## config.mk

```make
export PLATFORM = sky130hd
export DESIGN_NAME = weight_loader_18_9_42_2
export DESIGN_NICKNAME = d
export VERILOG_FILES = /design/src/rtl/weight_loader_18_9_42_2_pkg.sv /design/src/rtl/weight_loader_18_9_42_2_weight_packer.sv /design/src/rtl/weight_loader_18_9_42_2.sv
export SDC_FILE = /design/constraint.sdc
export NUM_CORES = 1
export LEC_CHECK = 0
export ABC_CLOCK_PERIOD_IN_PS = 2950
export CAP_MARGIN = 15
export CORE_MARGIN = 4
export CORE_UTILIZATION = 55
export CTS_CLUSTER_SIZE = 24
export DETAILED_ROUTE_END_ITERATION = 10
export DONT_BUFFER_PORTS = 1
export GPL_TIMING_DRIVEN = 0
export PLACE_DENSITY = 0.7
export RECOVER_POWER = 100
export SETUP_SLACK_MARGIN = 0.4
export SYNTH_ARGS = -nofsm -noshare
export SYNTH_HDL_FRONTEND = slang
export SYNTH_SLANG_ARGS = --single-unit
```

## constraint.sdc

```tcl
create_clock -name clk -period 2.95 [get_ports clk]
set_clock_uncertainty 0.2 [all_clocks]
set_input_delay 0.7375 -clock clk [delete_from_list [all_inputs] [get_ports clk]]
set_output_delay 0.7375 -clock clk [all_outputs]
set_load 0.05 [all_outputs]
```

## src/rtl/weight_loader_18_9_42_2_pkg.sv

```systemverilog
// weight_loader_18_9_42_2_pkg: geometry constants and FSM states shared by the loader and the read-side weight buffer.
package weight_loader_18_9_42_2_pkg;
    localparam int DATA_WIDTH  = 18;
    localparam int LANES       = 9;
    localparam int ROWS        = 42;
    localparam int BANKS       = 2;
    localparam int ADDR_WIDTH  = 12;
    localparam int BANK_STRIDE = 42;
    localparam int WORD_WIDTH  = DATA_WIDTH * LANES;
    typedef enum logic [1:0] {IDLE, LOAD, FLUSH} state_t;
endpackage

```

## src/rtl/weight_loader_18_9_42_2_weight_packer.sv

```systemverilog
// weight_loader_18_9_42_2_weight_packer: right-shifting pack register and lane counter; word_o is the word as it will look after this accept.
module weight_loader_18_9_42_2_weight_packer
    import weight_loader_18_9_42_2_pkg::*;
(
    input  logic                  clk,
    input  logic                  reset,
    input  logic                  clear_i,
    input  logic                  accept_i,
    input  logic [DATA_WIDTH-1:0] data_i,
    output logic [WORD_WIDTH-1:0] word_o,
    output logic                  word_valid_o
);
    localparam int LW = $clog2(LANES);
    logic [LW-1:0]                    lane_q;
    // Only the eight oldest lanes need storing; the ninth arrives on the completing accept.
    logic [WORD_WIDTH-DATA_WIDTH-1:0] pack_q;
    assign word_o       = {data_i, pack_q};
    assign word_valid_o = accept_i && lane_q == LW'(LANES - 1);
    always_ff @(posedge clk)
        if (reset || clear_i) begin
            lane_q <= '0;
            pack_q <= '0;
        end else if (accept_i) begin
            lane_q <= word_valid_o ? '0 : lane_q + 1'b1;
            pack_q <= word_o[WORD_WIDTH-1:DATA_WIDTH];
        end
endmodule

```

## src/rtl/weight_loader_18_9_42_2.sv

```systemverilog
// weight_loader_18_9_42_2: streams weights into packed words and writes them bank-major into two weight RAMs.
// Optional running checksum output enabled by defining WEIGHT_LOADER_CHECKSUM_EN.
module weight_loader_18_9_42_2
    import weight_loader_18_9_42_2_pkg::*;
(
    input  logic                  clk,
    input  logic                  reset,
    input  logic                  start,
    input  logic                  in_valid,
    output logic                  in_ready,
    input  logic [DATA_WIDTH-1:0] in_data,
    output logic                  wr_en_0,
    output logic                  wr_en_1,
    output logic [ADDR_WIDTH-1:0] wr_addr,
    output logic [WORD_WIDTH-1:0] wr_data,
    output logic                  busy,
    output logic                  done
`ifdef WEIGHT_LOADER_CHECKSUM_EN
    ,
    output logic [DATA_WIDTH-1:0] checksum
`endif
);
    localparam int RW = $clog2(ROWS);
    localparam int BW = BANKS > 1 ? $clog2(BANKS) : 1;
    state_t                state_q, state_d;
    logic [RW-1:0]         row_q;
    logic [BW-1:0]         bank_q;
    logic [BANKS-1:0]      wr_en_q;
    logic [ADDR_WIDTH-1:0] wr_addr_q;
    logic [WORD_WIDTH-1:0] wr_data_q, word;
    logic                  accept, start_ok, word_valid, last;
    assign accept   = in_valid && in_ready;
    assign start_ok = state_q == IDLE && start;
    assign last     = word_valid && row_q == RW'(ROWS - 1) && bank_q == BW'(BANKS - 1);
    weight_loader_18_9_42_2_weight_packer u_packer (
        .clk          (clk),
        .reset        (reset),
        .clear_i      (start_ok),
        .accept_i     (accept),
        .data_i       (in_data),
        .word_o       (word),
        .word_valid_o (word_valid)
    );
    always_ff @(posedge clk)
        state_q <= reset ? IDLE : state_d;
    always_comb
        state_d = start_ok                   ? LOAD  :
                  (state_q == LOAD && last)  ? FLUSH :
                  (state_q == FLUSH)         ? IDLE  : state_q;
    always_comb begin
        in_ready = state_q == LOAD;
        busy     = state_q != IDLE;
        done     = state_q == FLUSH;
    end
    always_ff @(posedge clk)
        if (reset) begin
            row_q     <= '0;
            bank_q    <= '0;
            wr_en_q   <= '0;
            wr_addr_q <= '0;
            wr_data_q <= '0;
        end else begin
            wr_en_q <= '0;
            if (start_ok) begin
                row_q  <= '0;
                bank_q <= '0;
            end else if (word_valid) begin
                row_q     <= row_q == RW'(ROWS - 1) ? '0 : row_q + 1'b1;
                bank_q    <= row_q == RW'(ROWS - 1) ? bank_q + 1'b1 : bank_q;
                wr_en_q   <= BANKS'(1) << bank_q;
                wr_addr_q <= ADDR_WIDTH'(row_q) + ADDR_WIDTH'(bank_q) * ADDR_WIDTH'(BANK_STRIDE);
                wr_data_q <= word;
            end
        end
    assign wr_en_0 = wr_en_q[0];
    assign wr_en_1 = wr_en_q[1];
    assign wr_addr = wr_addr_q;
    assign wr_data = wr_data_q;
`ifdef WEIGHT_LOADER_CHECKSUM_EN
    logic [DATA_WIDTH-1:0] checksum_q;
    always_ff @(posedge clk)
        if (reset || start_ok)
            checksum_q <= '0;
        else if (accept)
            checksum_q <= checksum_q + in_data;
    assign checksum = checksum_q;
`endif
endmodule
```

==> impl_metrics.env, run 1 <==
export IMPL_period_share_pct=87.8
export IMPL_root_buffer="clkbuf_16"
export IMPL_grt_first_pass_wirelength_mm=49.5
export IMPL_ios=201
export IMPL_postRouteWirelength_mm=31.0
export IMPL_numCtsBuffers=34
export IMPL_vdd_drop_max_uv=423
export IMPL_critPathSlowestCell="nor2b_1"
export IMPL_core_mm2=0.0205
export IMPL_rsz0062_at_grt="no"
export IMPL_slew_headroom_pct=38.1
export IMPL_m1WireLength_mm=12.2
export IMPL_outcome="complete, no violations"
export IMPL_hold_class="in2reg"
export IMPL_timing_final_crit_period_ns=2.59
export IMPL_power_density_mw_per_mm2=670
export IMPL_hold_start="in_data[11]"
export IMPL_yosys_register_bits=328
export IMPL_r2r_end="u_packer.pack_q[136]"
export IMPL_drive_above_1_share_pct=6.47
export IMPL_crit_arrival_ns=1.65
export IMPL_crit_family="simple AND/OR/NAND/NOR gates"
export IMPL_die_area_mm2=0.0235
export IMPL_crit_path_start_kind="register"
export IMPL_drt_iter0_drc=572
export IMPL_htreeDepth=2
export IMPL_synth_top_area_share_pct=56.6
export IMPL_path_class="reg2out"
export IMPL_vias=9427
export IMPL_crit_buf_inv=0
export IMPL_r2r_slack_ns=0.41
export IMPL_netlist_area_mm2=0.0116
export IMPL_worstSetupPathDepth=1
export IMPL_slowest_delay_ns=0.76
export IMPL_maxCapViolations=0
export IMPL_worstHoldEndpoint="wr_data[155]"
export IMPL_antenna_found_initial=0
export IMPL_yosysWarningCount=0
export IMPL_top_layer_used="met4"
export IMPL_synth_yosys_seq_area_share_pct=56.6
export IMPL_fmax_ghz=0.386
export IMPL_r2r_start="state_q[0]"
export IMPL_yosys_area_top_type="dfxtp_1"
export IMPL_rows=52
export IMPL_crit_fanout=5
export IMPL_grt_max_degree=14
export IMPL_end_kind="output port"
export IMPL_drc=0
export IMPL_postCtsSetupRepairBufs=0
export IMPL_path_cells="nor2b_1"
export IMPL_finalHoldViolations=0
export IMPL_rr_worst_depth=6
export IMPL_hold_ws_ns=0.172
export IMPL_cts_clk_slew_worst_paths_ns=0.06
export IMPL_grt_pass1_vias=9383
export IMPL_ctsHoldBuffers=0
export IMPL_wl_met3_mm=2.79
export IMPL_synthTopCellsByArea="dfxtp_1 57%, nand2_1 20%, a21oi_1 14%"
export IMPL_cp_data_required_time_ns=2.01
export IMPL_wl_per_cell_um=17.4
export IMPL_die_w_um=153
export IMPL_setup_tns_ns=0
export IMPL_grt_total_usage_pct=25.9
export IMPL_wl_met2_mm=15.2
export IMPL_syn_avg_cell_area_um2=7.97
export IMPL_post_dp_hpwl_mm=22.9
export IMPL_clk_latency_ns=0.50
export IMPL_grt_overflow_total=0
export IMPL_finish_utilization_pct=63.2
export IMPL_ys_types=35
export IMPL_cts_tree="yes"
export IMPL_worst_slew_pin_slew_ns=0.927
export IMPL_leakage_uw=0.00420
export IMPL_die_h_um=153
export IMPL_dr_pass1_iters=5
export IMPL_clkSinkCount=328
export IMPL_area_delta_synth_final_pct=11.7
export IMPL_port_buffers=0
export IMPL_syn_inst=1455
export IMPL_hold_depth=2
export IMPL_via_per_inst=5.28
export IMPL_slew_viol_final=0
export IMPL_route_antenna_remaining_nets=0
export IMPL_setup_viol=0
export IMPL_finalWeightedCongestion=0.909
export IMPL_cts_buffer_depth=3
export IMPL_n_antenna_cell=0
export IMPL_initial_utilization_pct=56.6
export IMPL_nNetsFinal=1525
through the flow:
| stage | power [uW] | cell area [um^2] | setup slack (ns) | std cells |
|---|---|---|---|---|
| 2_1_floorplan | 4720 | 11600 | 0.641 | 1459 |
| 3_3_place_gp | 4780 | 11900 | 0.00170 | 1729 |
| 3_5_place_dp | 4780 | 11900 | 0.0262 | 1729 |
| 4_1_cts | 8760 | 13000 | 0.519 | 1785 |
| 5_1_grt | 8950 | 13000 | 0.253 | 1785 |
| 6_report | 8680 | 13000 | 0.359 | 1785 |
synthesized netlist by cell type, drive strengths merged:
cell and n:
nand2 629, dfxtp 328, a21oi 318, buf 75
clkbuf 38, ha 8, nor3 8, nor2 7
inv 6, xnor2 4, nand3 3, nand4 3
nor2b 3, xor2 3, a211oi 2, a31oi 2
and2 2, and3b 2, o21ai 2, or3 2
a311oi 1, a41oi 1, and3 1, and4 1
conb 1, nand2b 1, nor3b 1, o211a 1
o31ai 1, or4 1
cell families after synthesis:
| group | after synthesis | share of synthesized area (%) |
|---|---|---|
| compound gates | 328 | 14.4 |
| xor+xnor | 7 | 0.529 |
| fa+ha+maj | 8 | 0.863 |
| buf+inv | 119 | 5.50 |
| flops | 328 | 56.6 |
| other cells | 1 | 0.0323 |
| simple gates | 664 | 22.1 |
final cells by class:
cell class              count  area (um^2)
clock inverters             3         15.0
multi-input cells        1012         4410
well taps                 270          338
flip-flops and latches    328         6570
plain buffers             113          589
clock buffers              53         1020
fillers                  1896         7540
inverters                   6         22.5
worst max-delay path by stage:
stage               startpoint                   end
global route        state_q[1]          wr_data[110]
global placement    state_q[0]  u_packer.pack_q[134]
CTS                 state_q[0]              in_ready
detailed placement  state_q[0]  u_packer.pack_q[138]
finish              state_q[1]                  done
floorplan           state_q[0]  u_packer.pack_q[100]
registers in the layout, indices dropped and copies added, names as in the netlist:
register and cells:
wr_data 162, state_q 2, row_q 6, bank_q 1
wr_en_q 2, u_packer.pack_q 144, wr_addr 7, u_packer.lane_q 4
layer usage:
layer  track usage [%]  vias to the layer above
li1                  -                     4764
met1              30.3                     4316
met2              45.1                      286
met3              8.34                       61
met4              8.10                        0
met5                 0                        -
power breakdown:
part / leakage, uW / internal, uW / total (uW) / switching [uW]
logic: 0.00106 / 42.3 / 241 / 199
clock network: 0.000505 / 2360 / 4000 / 1640
registers: 0.00264 / 4440 / 4450 / 8.58
cell usage in the layout (no fill, tap or decap), drive strengths merged, types with 2 or more instances in the layout:
master and count:
and3b 2, o21ai 2, conb 5, dfxtp 328, clkbuf 107, buf 59
inv 6, nand2 629, clkinv 3, and2 2, nor2 7, a211oi 2
a21oi 318, xnor2 4, nand3 3, xor2 3, nand4 3, a31oi 2
ha 8, nor3 8, or3 2, nor2b 3
timing repair:
item | CTS | global route
endpoints found under the setup margin | 147 | 0
endpoints found under the hold margin | 0 | 0
resized for setup | 3 | 0
Power figures use the tool's default switching activity.
==> run 2: changes to the inputs <==
Settings changed: ABC_CLOCK_PERIOD_IN_PS 2950 to 2350, PLACE_DENSITY 0.7 to 0.73.
Clock period 2.95 ns to 2.35 ns, I/O delays scaled along.
==> impl_metrics.env, run 2 (synthesized netlist as in run 1, its figures left out) <==
export IMPL_outcome="complete, no violations"
export IMPL_critPathSlowestCell="dfxtp_4"
export IMPL_path_class="reg2out"
export IMPL_hold_class="in2reg"
export IMPL_path_cells="nor2_1 > inv_2"
export IMPL_dr_pass1_iters=5
export IMPL_use_met1_pct=31.2
export IMPL_n_antenna_cell=0
export IMPL_drive_above_1_share_pct=8.87
export IMPL_postRouteWirelength_mm=31.2
export IMPL_grt_total_usage_pct=25.1
export IMPL_nNetsFinal=1531
export IMPL_use_met3_pct=7.41
export IMPL_wl_per_cell_um=17.4
export IMPL_antenna_found_initial=0
export IMPL_route_antenna_remaining_nets=0
export IMPL_crit_family="flip-flops"
export IMPL_cts_buffer_depth=3
export IMPL_drc=0
export IMPL_worst_slew_pin_slew_ns=0.717
export IMPL_clk_latency_ns=0.50
export IMPL_ios=201
export IMPL_grt_overflow_total=0
export IMPL_slowest_delay_ns=0.37
export IMPL_place_area_mm2=0.0120
export IMPL_maxCapViolations=0
export IMPL_die_h_um=153
export IMPL_port_buffers=0
export IMPL_slew_viol_final=0
export IMPL_core_mm2=0.0205
export IMPL_fmax_ghz=0.457
export IMPL_rr_worst_depth=6
export IMPL_critical_path_endpoint="busy"
export IMPL_mostFrequentLayoutCell="nand2_1"
export IMPL_die_w_um=153
export IMPL_grt_pass1_vias=9302
export IMPL_grtUsageMet2_pct=42.4
export IMPL_crit_buf_inv=1
export IMPL_initial_utilization_pct=56.6
export IMPL_crit_fanout=6
export IMPL_crit_path_start_kind="register"
export IMPL_timing_final_crit_period_ns=2.19
export IMPL_grt_busiest_layer="met2"
export IMPL_clkSinkCount=328
export IMPL_via_per_inst=5.40
export IMPL_layout_common_cells="625 x nand2_1, 324 x dfxtp_1, 318 x a21oi_1"
export IMPL_root_buffer="clkbuf_16"
export IMPL_finalHoldViolations=0
export IMPL_die_area_mm2=0.0235
export IMPL_hold_ws_ns=0.0161
export IMPL_rows=52
export IMPL_worstSetupPathDepth=2
export IMPL_cts_tree="yes"
export IMPL_vdd_drop_max_uv=658
export IMPL_r2r_end="u_packer.pack_q[111]"
export IMPL_htreeDepth=2
export IMPL_r2r_slack_ns=0.23
export IMPL_area_delta_synth_final_pct=14.1
export IMPL_power_density_mw_per_mm2=858
export IMPL_largest_reg_flops=162
export IMPL_period_share_pct=93.1
export IMPL_finalInstanceArea_mm2=0.0132
export IMPL_vias=9680
export IMPL_grt_first_pass_wirelength_mm=48.5
export IMPL_end_kind="output port"
export IMPL_r2r_start="state_q[0]"
export IMPL_setup_tns_ns=0
export IMPL_slew_headroom_pct=52.2
export IMPL_finalWeightedCongestion=0.860
export IMPL_leakage_uw=0.00437
export IMPL_ctsHoldBuffers=0
export IMPL_setup_viol=0
export IMPL_cts_clk_slew_worst_paths_ns=0.06
export IMPL_cp_startpoint="state_q[0]"
export IMPL_numCtsBuffers=34
export IMPL_drt_iter0_drc=659
export IMPL_crit_arrival_ns=1.40
export IMPL_rsz0062_at_grt="yes"
export IMPL_post_dp_hpwl_mm=21.9
export IMPL_grt_max_degree=14
export IMPL_cp_data_required_time_ns=1.56
[run 2: cell types whose count changed in the layout (fill, tap and decap cells not counted), moves of 3 or more]
cell and delta:
buf_2 -11, clkbuf_1 -14, clkbuf_2 +15, nand2_2 +4, nand2_1 -4, buf_4 +11
buf_8 +4, bufinv_16 +3, buf_6 -7, clkbuf_4 +5, dfxtp_1 -4, buf_1 -5
[run 2: cell type report]
| class | count | area (um^2) |
|---|---|---|
| plain buffers | 113 | 659 |
| clock buffers | 50 | 1020 |
| clock inverters | 7 | 110 |
| fillers | 1851 | 7270 |
| inverters | 6 | 22.5 |
| multi-input cells | 1012 | 4430 |
| flip-flops and latches | 328 | 6580 |
| well taps | 270 | 338 |
| repair buffers | 6 | 68.8 |
[run 2: worst min-delay path by stage]
stage	from	to	slack, ns	cells past startpoint
detailed placement	u_packer.pack_q[10]	u_packer.pack_q[10]	0.25	2
global placement	u_packer.pack_q[13]	wr_data[13]	0.24	2
finish	in_data[13]	u_packer.pack_q[139]	0.02	2
global route	in_data[16]	wr_data[160]	0.01	2
CTS	in_data[14]	u_packer.pack_q[140]	0.008	2
floorplan	u_packer.pack_q[0]	wr_data[0]	0.23	2
[run 2: per-stage QoR]
stage | total power, uW | util (%) | cells | worst slack [ns]
after floorplan | 5920 | - | 1459 | 0.429
after global placement | 6000 | 58.3 | 1729 | 0.0631
after detailed placement | 6000 | 58.3 | 1729 | 0.0264
after CTS | 11400 | 64.5 | 1786 | 0.245
after global routing | 11700 | 64.5 | 1792 | 0.114
final | 11300 | 64.5 | 1792 | 0.162
[run 2: per-layer routing]
metal / vias up / wire length (um)
li1: 4774 / -
met2: 288 / 15100
met3: 62 / 2670
met1: 4556 / 12700
met4: 0 / 757
met5: - / 0
[run 2: what timing repair did]
item / 4_1_cts / 5_1_grt
cloned: 0 / 5
endpoints found under the setup margin: 384 / 370
pin swaps: 0 / 1
buffers inserted: 0 / 1
resized for setup: 93 / 141
[run 2: power by group]
part | switching [uW] | internal, uW | leakage (uW)
Clock | 2120 | 3340 | 0.000559
Sequential | 12.2 | 5570 | 0.00264
Combinational | 245 | 58.9 | 0.00117
